<file path="src/rtl/yin_pkg.sv">
// Shared types and width helpers for the YIN pitch-detection path.
// Holds the sweep FSM state encoding and accumulator width functions.
package yin_pkg;

  typedef enum logic [2:0] {
    IDLE,
    READ,
    DRAIN,
    EMIT,
    DONE
  } state_t;

  function automatic int acc_width(int dw, int wb);
    return 2 * dw + wb;
  endfunction

  function automatic int csum_width(int dw, int wb, int tb);
    return acc_width(dw, wb) + tb;
  endfunction

endpackage

</file>
<file path="src/rtl/yin_sq_diff.sv">
// Two-stage squared difference |a-b|^2; stage 1 magnitude, stage 2 square.
// Ports: clk, reset (async low), in_valid/a/b in, out_valid/sq out.
module yin_sq_diff #(
  parameter int DATA_WIDTH  = 8,
  parameter bit SIGNED_DATA = 1'b0
) (
  input  logic                      clk,
  input  logic                      reset,
  input  logic                      in_valid,
  input  logic [DATA_WIDTH-1:0]     a,
  input  logic [DATA_WIDTH-1:0]     b,
  output logic                      out_valid,
  output logic [2*DATA_WIDTH-1:0]   sq
);

  logic                  neg;
  logic [DATA_WIDTH-1:0] mag;
  logic [DATA_WIDTH-1:0] mag_q;
  logic                  v1;
  logic [2*DATA_WIDTH-1:0] m;

  // Sign of the (DATA_WIDTH+1)-bit difference; the magnitude always
  // fits DATA_WIDTH bits, so a modulo subtraction of the larger
  // minus the smaller is exact.
  always_comb begin
    if (SIGNED_DATA) neg = $signed(a) < $signed(b);
    else             neg = a < b;
    mag = neg ? (b - a) : (a - b);
  end

  assign m = {{DATA_WIDTH{1'b0}}, mag_q};

  always_ff @(posedge clk or negedge reset) begin
    if (!reset) begin
      v1        <= 1'b0;
      mag_q     <= '0;
      out_valid <= 1'b0;
      sq        <= '0;
    end else begin
      v1        <= in_valid;
      mag_q     <= mag;
      out_valid <= v1;
      sq        <= m * m;
    end
  end

endmodule

</file>
<file path="src/rtl/yin_diff_sweep.sv">
// YIN difference-function sweep: d(tau) over a RAM window, tau_min..tau_max.
// Ports: start/base/tau range in, RAM read port, res_* stream, best_* arg-min.
module yin_diff_sweep
  import yin_pkg::*;
#(
  parameter int DATA_WIDTH       = 8,
  parameter int WINDOW_SIZE_BITS = 8,
  parameter int TAU_BITS         = 6,
  parameter int ADDR_WIDTH       = 16,
  parameter bit SIGNED_DATA      = 1'b0,
  localparam int ACC_WIDTH  = acc_width(DATA_WIDTH, WINDOW_SIZE_BITS),
  localparam int CSUM_WIDTH =
    csum_width(DATA_WIDTH, WINDOW_SIZE_BITS, TAU_BITS)
) (
  input  logic                  clk,
  input  logic                  reset,
  input  logic                  start,
  input  logic [ADDR_WIDTH-1:0] base_addr,
  input  logic [TAU_BITS-1:0]   tau_min,
  input  logic [TAU_BITS-1:0]   tau_max,
  output logic                  busy,
  output logic                  done,
  output logic                  mem_rd_en,
  output logic [ADDR_WIDTH-1:0] mem_addr,
  input  logic [DATA_WIDTH-1:0] mem_data,
  output logic                  res_valid,
  input  logic                  res_ready,
  output logic [TAU_BITS-1:0]   res_tau,
  output logic [ACC_WIDTH-1:0]  res_diff,
  output logic [CSUM_WIDTH-1:0] res_cumsum,
  output logic [TAU_BITS-1:0]   best_tau,
  output logic [ACC_WIDTH-1:0]  best_diff
);

  localparam int CW = WINDOW_SIZE_BITS + 1;
  localparam logic [CW-1:0] CNT_LAST = '1;

  state_t state, nxt;

  logic [CW-1:0]           cnt;
  logic                    dcnt;
  logic [ADDR_WIDTH-1:0]   base_q;
  logic [TAU_BITS-1:0]     tau_q;
  logic [TAU_BITS-1:0]     tmax_q;
  logic                    rd_d;
  logic                    ph_d;
  logic [DATA_WIDTH-1:0]   a_q;
  logic                    sq_v;
  logic [2*DATA_WIDTH-1:0] sq;
  logic [ACC_WIDTH-1:0]    acc;
  logic [ACC_WIDTH-1:0]    acc_sum;
  logic [CSUM_WIDTH-1:0]   csum;
  logic                    go;
  logic                    hs;
  logic                    enter_read;

  assign go         = (state == IDLE) && start;
  assign hs         = (state == EMIT) && res_ready;
  assign enter_read = (nxt == READ) && (state != READ);

  always_ff @(posedge clk or negedge reset) begin
    if (!reset) state <= IDLE;
    else        state <= nxt;
  end

  always_comb begin
    nxt = state;
    unique case (state)
      IDLE:  if (start) nxt = (tau_min > tau_max) ? DONE : READ;
      READ:  if (cnt == CNT_LAST) nxt = DRAIN;
      DRAIN: if (dcnt) nxt = EMIT;
      EMIT:  if (res_ready) nxt = (tau_q == tmax_q) ? DONE : READ;
      DONE:  nxt = IDLE;
      default: nxt = IDLE;
    endcase
  end

  // Even cycles fetch x[base+j], odd cycles x[base+j+tau].
  always_comb begin
    busy      = 1'b0;
    done      = 1'b0;
    res_valid = 1'b0;
    mem_rd_en = 1'b0;
    mem_addr  = '0;
    unique case (state)
      READ: begin
        busy      = 1'b1;
        mem_rd_en = 1'b1;
        mem_addr  = base_q + ADDR_WIDTH'(cnt[CW-1:1])
                  + (cnt[0] ? ADDR_WIDTH'(tau_q) : '0);
      end
      DRAIN: busy = 1'b1;
      EMIT: begin
        busy      = 1'b1;
        res_valid = 1'b1;
      end
      DONE: done = 1'b1;
      default: ;
    endcase
  end

  yin_sq_diff #(
    .DATA_WIDTH  (DATA_WIDTH),
    .SIGNED_DATA (SIGNED_DATA)
  ) u_sq (
    .clk       (clk),
    .reset     (reset),
    .in_valid  (rd_d && ph_d),
    .a         (a_q),
    .b         (mem_data),
    .out_valid (sq_v),
    .sq        (sq)
  );

  // The last square lands in the first EMIT cycle, so the result
  // folds it in combinationally and stays stable afterwards.
  always_comb begin
    acc_sum = acc;
    if (sq_v) acc_sum = acc + ACC_WIDTH'(sq);
  end

  assign res_tau    = tau_q;
  assign res_diff   = acc_sum;
  assign res_cumsum = csum + CSUM_WIDTH'(acc_sum);

  always_ff @(posedge clk or negedge reset) begin
    if (!reset) begin
      cnt       <= '0;
      dcnt      <= 1'b0;
      base_q    <= '0;
      tau_q     <= '0;
      tmax_q    <= '0;
      rd_d      <= 1'b0;
      ph_d      <= 1'b0;
      a_q       <= '0;
      acc       <= '0;
      csum      <= '0;
      best_tau  <= '0;
      best_diff <= '1;
    end else begin
      rd_d <= mem_rd_en;
      ph_d <= cnt[0];
      if (rd_d && !ph_d) a_q <= mem_data;
      if (state == READ) cnt <= cnt + CW'(1);
      if (state == DRAIN) dcnt <= ~dcnt;
      acc <= enter_read ? '0 : acc_sum;
      if (go) begin
        base_q    <= base_addr;
        tau_q     <= tau_min;
        tmax_q    <= tau_max;
        cnt       <= '0;
        dcnt      <= 1'b0;
        csum      <= '0;
        best_tau  <= '0;
        best_diff <= '1;
      end
      if (hs) begin
        csum <= csum + CSUM_WIDTH'(acc_sum);
        if (acc_sum < best_diff) begin
          best_tau  <= tau_q;
          best_diff <= acc_sum;
        end
        if (tau_q != tmax_q) tau_q <= tau_q + TAU_BITS'(1);
      end
    end
  end

endmodule

</file>
<file path="config.mk">
export PLATFORM = sky130hd
export DESIGN_NAME = yin_diff_sweep
export DESIGN_NICKNAME = d
export VERILOG_FILES = /design/src/rtl/yin_pkg.sv /design/src/rtl/yin_sq_diff.sv /design/src/rtl/yin_diff_sweep.sv
export SDC_FILE = /design/constraint.sdc
export NUM_CORES = 1
export LEC_CHECK = 0
export ABC_AREA = 0
export CAP_MARGIN = 0
export CORE_MARGIN = 3
export CORE_UTILIZATION = 45
export CTS_BUF_LIST = sky130_fd_sc_hd__clkbuf_16
export CTS_CLUSTER_SIZE = 28
export DETAILED_ROUTE_END_ITERATION = 6
export PLACE_DENSITY_LB_ADDON = 0.12
export SLEW_MARGIN = 25
export SYNTH_ARGS = -nofsm -noshare
export SYNTH_HDL_FRONTEND = slang
export SYNTH_SLANG_ARGS = --single-unit
</file>
<file path="constraint.sdc">
create_clock -name clk -period 6.4 [get_ports clk]
set_clock_uncertainty 0.1 [all_clocks]
set_input_delay 1.28 -clock clk [delete_from_list [all_inputs] [get_ports clk]]
set_output_delay 1.28 -clock clk [all_outputs]
set_load 0.05 [all_outputs]
</file>
* Word level (Yosys, flattened, before mapping)
Cells that the tools add are included.
** Word-level totals
- Register bits after elaboration :: 161
- Input port bits :: 40
- Output and inout bits :: 110
- Word-level logic and storage cells :: 81
** Cells by class
- $add $sub $neg :: 8
- Multipliers :: 1
- $lt $le $gt $ge :: 3
- Equality and inequality tests :: 9
- Multiplexer cells :: 31
- Bitwise operators :: 1
- Reductions and logical operators :: 11
** Operators with widths (number)
- $mux W24 :: 5
- $mux W30 :: 2
- $mux W6 :: 7
- $add A30 B24 Y30 :: 1
- $add A24 B16 Y24 :: 1
- $lt A24 B24 Y1 :: 1
- $mux W3 :: 6
- $mux W9 :: 2
- $add A16 B6 Y16 :: 1
- $add A16 B8 Y16 :: 1
- $mul A8 B8 Y16 :: 1
- $mux W16 :: 1
- $sub A8 B8 Y8 :: 2
- $pmux W3 S4 :: 1
- $add A9 B1 Y9 const B :: 1
- $eq A9 B9 Y1 const B :: 1
- $lt A8 B8 Y1 :: 1
- $mux W8 :: 1
- $add A6 B1 Y6 const B :: 1
- $eq A3 B1 Y1 const B :: 2
- $eq A3 B2 Y1 const B :: 2
- $eq A6 B6 Y1 :: 1
- $gt A6 B6 Y1 :: 1
- $mux W1 :: 6
- other kinds (9) :: 15

* Depth between registers and ports, before layout
- Depth in word-level cells :: 7
- Gate-level depth with buffers :: 18
- Gate-level depth less buffers :: 17

* Modules after synthesis
From an unflattened synthesis, not the netlist that was laid out.
** Unflattened totals
- Cells, all modules :: 1372
- Area, all modules :: 12359.4 µm²
** By module, submodules not included
- yin_diff_sweep :: times used 1, cells each 1057, area an instance 9361.5 µm², sequential area each 3408.3 µm²
- yin_sq_diff :: times used 1, cells each 315, area an instance 2997.9 µm², sequential area each 625.6 µm²

* Worst setup path after synthesis
Ideal clock, no wire load.
- Kind :: flip-flop to output port
- Start point :: register u_sq.sq[4]
- End point :: output res_cumsum[28]
- Data arrival time :: 4.571 ns
- Required time :: 5.020 ns
- Setup slack :: 0.449 ns
- Cell stages (with the launch flop) :: 17
- Path buffers :: 0
- Cells stage by stage :: dfrtp_1 > ha_1 > a21o_1 > a21oi_1 > a21boi_0 > o21a_1 > or3_1 > a31oi_1 > inv_1 > ha_1 > o21a_1 > a21oi_1 > o21ai_4 > o31ai_2 > o31a_1 > nor2_1 > xor2_1
** Between the ends
- Longest elaborated chain between the ends :: 3
** RTL lines
- start: declaration :: line yin_sq_diff.sv:13 : output logic [2*DATA_WIDTH-1:0] sq
- start signal: assignment :: line yin_sq_diff.sv:43 : sq <= m * m;
- $add A24 B16 Y24 :: line yin_diff_sweep.sv:119 : if (sq_v) acc_sum = acc + ACC_WIDTH'(sq);
- $mux W24 :: line yin_diff_sweep.sv:119
- net res_diff[8] :: line yin_diff_sweep.sv:29 : output logic [ACC_WIDTH-1:0] res_diff,
- $add A30 B24 Y30 :: line yin_diff_sweep.sv:124 : assign res_cumsum = csum + CSUM_WIDTH'(acc_sum);
- end: declaration :: line yin_diff_sweep.sv:30 : output logic [CSUM_WIDTH-1:0] res_cumsum,
The timed path passes the listed nets, and every way through them passes these cells.

* Worst setup path in the final report
- Start point :: register acc[0]
- End point :: output res_cumsum[12]
** Between the ends
- Longest elaborated chain between the ends :: 3
** RTL lines
- start: declaration :: line yin_diff_sweep.sv:50 : logic [ACC_WIDTH-1:0] acc;
- start signal: assignment :: line yin_diff_sweep.sv:146 : acc <= enter_read ? '0 : acc_sum;
- $add A24 B16 Y24 :: line yin_diff_sweep.sv:119
- $mux W24 * :: line yin_diff_sweep.sv:119
- $add A30 B24 Y30 * :: line yin_diff_sweep.sv:124
Every way passes the cells marked *; elsewhere a longest branch is shown, timed or not.

==> impl_metrics.yaml <==
synthesis:
  synth_warnings: 0
  synth-async-reset-ratio: 1.00
  ys_seq_elements: 160
  synth_area_per_cell_um2: 8.87
  syn_inst: 1373
  yosys-top-cells-area: "dfrtp_1 28%, ha_1 13%, fa_1 5.8%"
  ys_seq_area_frac: 0.331
  netlist-cell-type-count: 76
  synthesis.nets: 1577
  synth.largest_area_cell: "dfrtp_1"
  synthesis.area_mm2: 0.0122
  synthDominantCellAreaShare: 0.279
  synth_flop_cell: "dfrtp_1"
  synth_edf_count: 0
detailed_routing:
  antenna_left: 0
  vias: 10009
  dr.pass1.iters: 5
  vias_per_cell: 5.39
  wl_per_cell_um: 16.9
  drc: 0
  routed_wl_um: 31300
  drt_iter0_markers: 569
cts:
  ctsRootBufferMaster: "clkbuf_16"
  htreeDepth: 4
  clockBufferDepth: 2
  cts_tree: "built"
  clock_latency_ns: 0.44
  clock_sinks: 160
  numCtsBuffers: 17
  clk_pin_slew_ns: 0.07
place:
  place_hpwl_um: 23300
  numPlacedInstances: 1821
  pre_cts_ws_ns: 0.337
  port_buffers: 149
  place_congestion: 0.902
  post_dp_cell_area_mm2: 0.0140
timing:
  max_slew.worst_pin.slew_ns: 0.806
  finalHoldViolCount: 0
  worst_slack_ns: 0.276
  fin_crit_sh: 0.957
  setup_viol: 0
  max_freq_ghz: 0.163
  tns_ns: 0
  slew_headroom: 0.462
  slew_violations: 0
  period_minus_slack_ns: 6.12
worst_hold_path:
  hold_path.class: "reg2reg"
  worstHoldStart: "u_sq.v1"
final_layout:
  stdcell_area_mm2: 0.0147
  final_nets: 1714
  syn_to_final_growth_pct: 20.5
  fillers: 2384
  layout.cells.non_filler: 1858
  antenna_cells: 0
  final_cell_mix: "173 x nand2_1, 136 x dfrtp_1, 132 x inv_1, 132 x clkdlybuf4s50_1, 126 x ha_1"
  drive_gt1_frac: 0.0781
  mostFrequentLayoutCell: "nand2_1"
floorplan:
  io_pins: 150
  die_w_um: 171
  die_height_um: 171
  start_util: 0.462
  fp-row-count: 59
  dieArea_mm2: 0.0291
  core_area_mm2: 0.0264
global_route:
  grt_pass1_vias: 9883
  antenna_found_initial: 0
  grt_pass1_wl_um: 51300
  gr-usage-all-layers: 0.219
  grt_max_degree: 80
  overflow: 0
critical_path:
  path_buf_inv: 2
  slowest_stage: "clkdlybuf4s50_1"
  critPathLaunchType: "flip-flop"
  path_cells: "ha_1 > ha_1 > a21o_1 > nand4_1 > a21boi_0 > o21a_1 > or3_1 > a31oi_2 > inv_1 > ha_2 > o21a_1 > a21oi_2 > o21ai_4 > o31ai_2 > xnor2_1 > clkdlybuf4s50_1"
  crit_family: "compound AO/OA/AOI/OAI gates"
  r2r-start: "acc[0]"
  cp.required_ns: 5.02
  crit_start: "acc[0]"
  path_class: "reg2out"
  end_kind: "output port"
  slowest_delay_ns: 0.83
  worstPathArrival_ns: 4.74
  crit_fanout: 6
job:
  drv_cap: 0
outcome:
  status: "finished, final reports clean"
state kept, by name, indices dropped and copies added, names as in the netlist, 8 cells and up:
register    cells
cnt             9
acc            24
csum           30
best_diff      24
u_sq.mag_q      8
a_q             8
base_q         16
u_sq.sq        15
synthesized netlist by cell type (all sizes together), types with 4 or more instances:
master	number
fa	35
o211ai	9
a31oi	14
o21ai	79
mux2i	46
a211o	4
or2	5
nor2	113
o221ai	4
or3	13
xnor2	51
dfstp	24
nor2b	13
a21boi	4
o21bai	5
nand4	23
clkbuf	36
a21oi	80
inv	133
nand3	31
and3	13
nand2b	15
nor3	10
o22ai	4
ha	129
dfrtp	136
nand2	173
buf	13
o21a	14
xor2	31
a21o	19
o2bb2ai	6
a211oi	4
and2	33
o31ai	6
final timing paths:
kind,slack (ns),cells after the start,endpoint
max in group asynchronous,4.27,2,acc[4]
worst min register to register,0.25,0,u_sq.out_valid
worst min-delay path,0.25,0,u_sq.out_valid
worst max-delay path,0.28,16,res_cumsum[12]
worst max register to register,1.77,19,csum[26]
min in group asynchronous,0.81,1,acc[12]
worst reg2reg max path, cell delays in order (launching register included):
cell,delay (ns)
dfrtp_1,0.39
ha_1,0.23
ha_1,0.22
a21o_1,0.20
nand4_1,0.15
a21boi_0,0.15
o21a_1,0.20
or3_1,0.31
a31oi_2,0.25
inv_1,0.12
ha_2,0.40
nand4_1,0.15
o21ai_4,0.24
o31ai_2,0.11
buf_4,0.17
o31a_1,0.31
buf_4,0.17
buf_4,0.13
or4_1,0.49
nand3_1,0.10
layer usage:
| layer | wire length (um) | track usage | vias up |
|---|---|---|---|
| met5 | 0 | 0 | - |
| li1 | - | - | 4972 |
| met3 | 1590 | 0.0469 | 36 |
| met1 | 14800 | 0.300 | 4770 |
| met2 | 14400 | 0.354 | 231 |
| met4 | 522 | 0.0571 | 0 |
cell type report:
type / instances / area [um^2] / share of cell area
Multi-Input combinational cell: 1031 / 7520 / 0.512
Sequential cell: 160 / 4030 / 0.275
Timing Repair Buffer: 167 / 1620 / 0.110
Inverter: 133 / 499 / 0.0340
Clock buffer: 17 / 425 / 0.0290
Tap cell: 335 / 419 / 0.0286
Clock inverter: 15 / 164 / 0.0112
cell families after synthesis:
kind of cell    after synthesis  share of synthesized area
mux                          47                     0.0390
buf+inv                     182                     0.0582
compound gates              283                      0.149
fa+ha+maj                   164                      0.190
xor+xnor                     82                     0.0590
flops                       160                      0.331
simple gates                455                      0.173
timing repair:
action	4_1_cts	5_1_grt
resized for setup	5	23
buffers inserted	0	5
pin swaps	0	4
setup endpoints to repair	5	18
hold buffers	0	0
endpoints found under the hold margin	0	0
through the flow:
stage	util	hold WS (ns)
global route	0.557	0.257
floorplan	-	0.231
global placement	0.531	0.233
CTS	0.553	0.250
finish	0.557	0.248
detailed placement	0.531	0.235
Power is not shown: default switching activity piles up to over one toggle a cycle in this logic, so the estimate is an artifact.
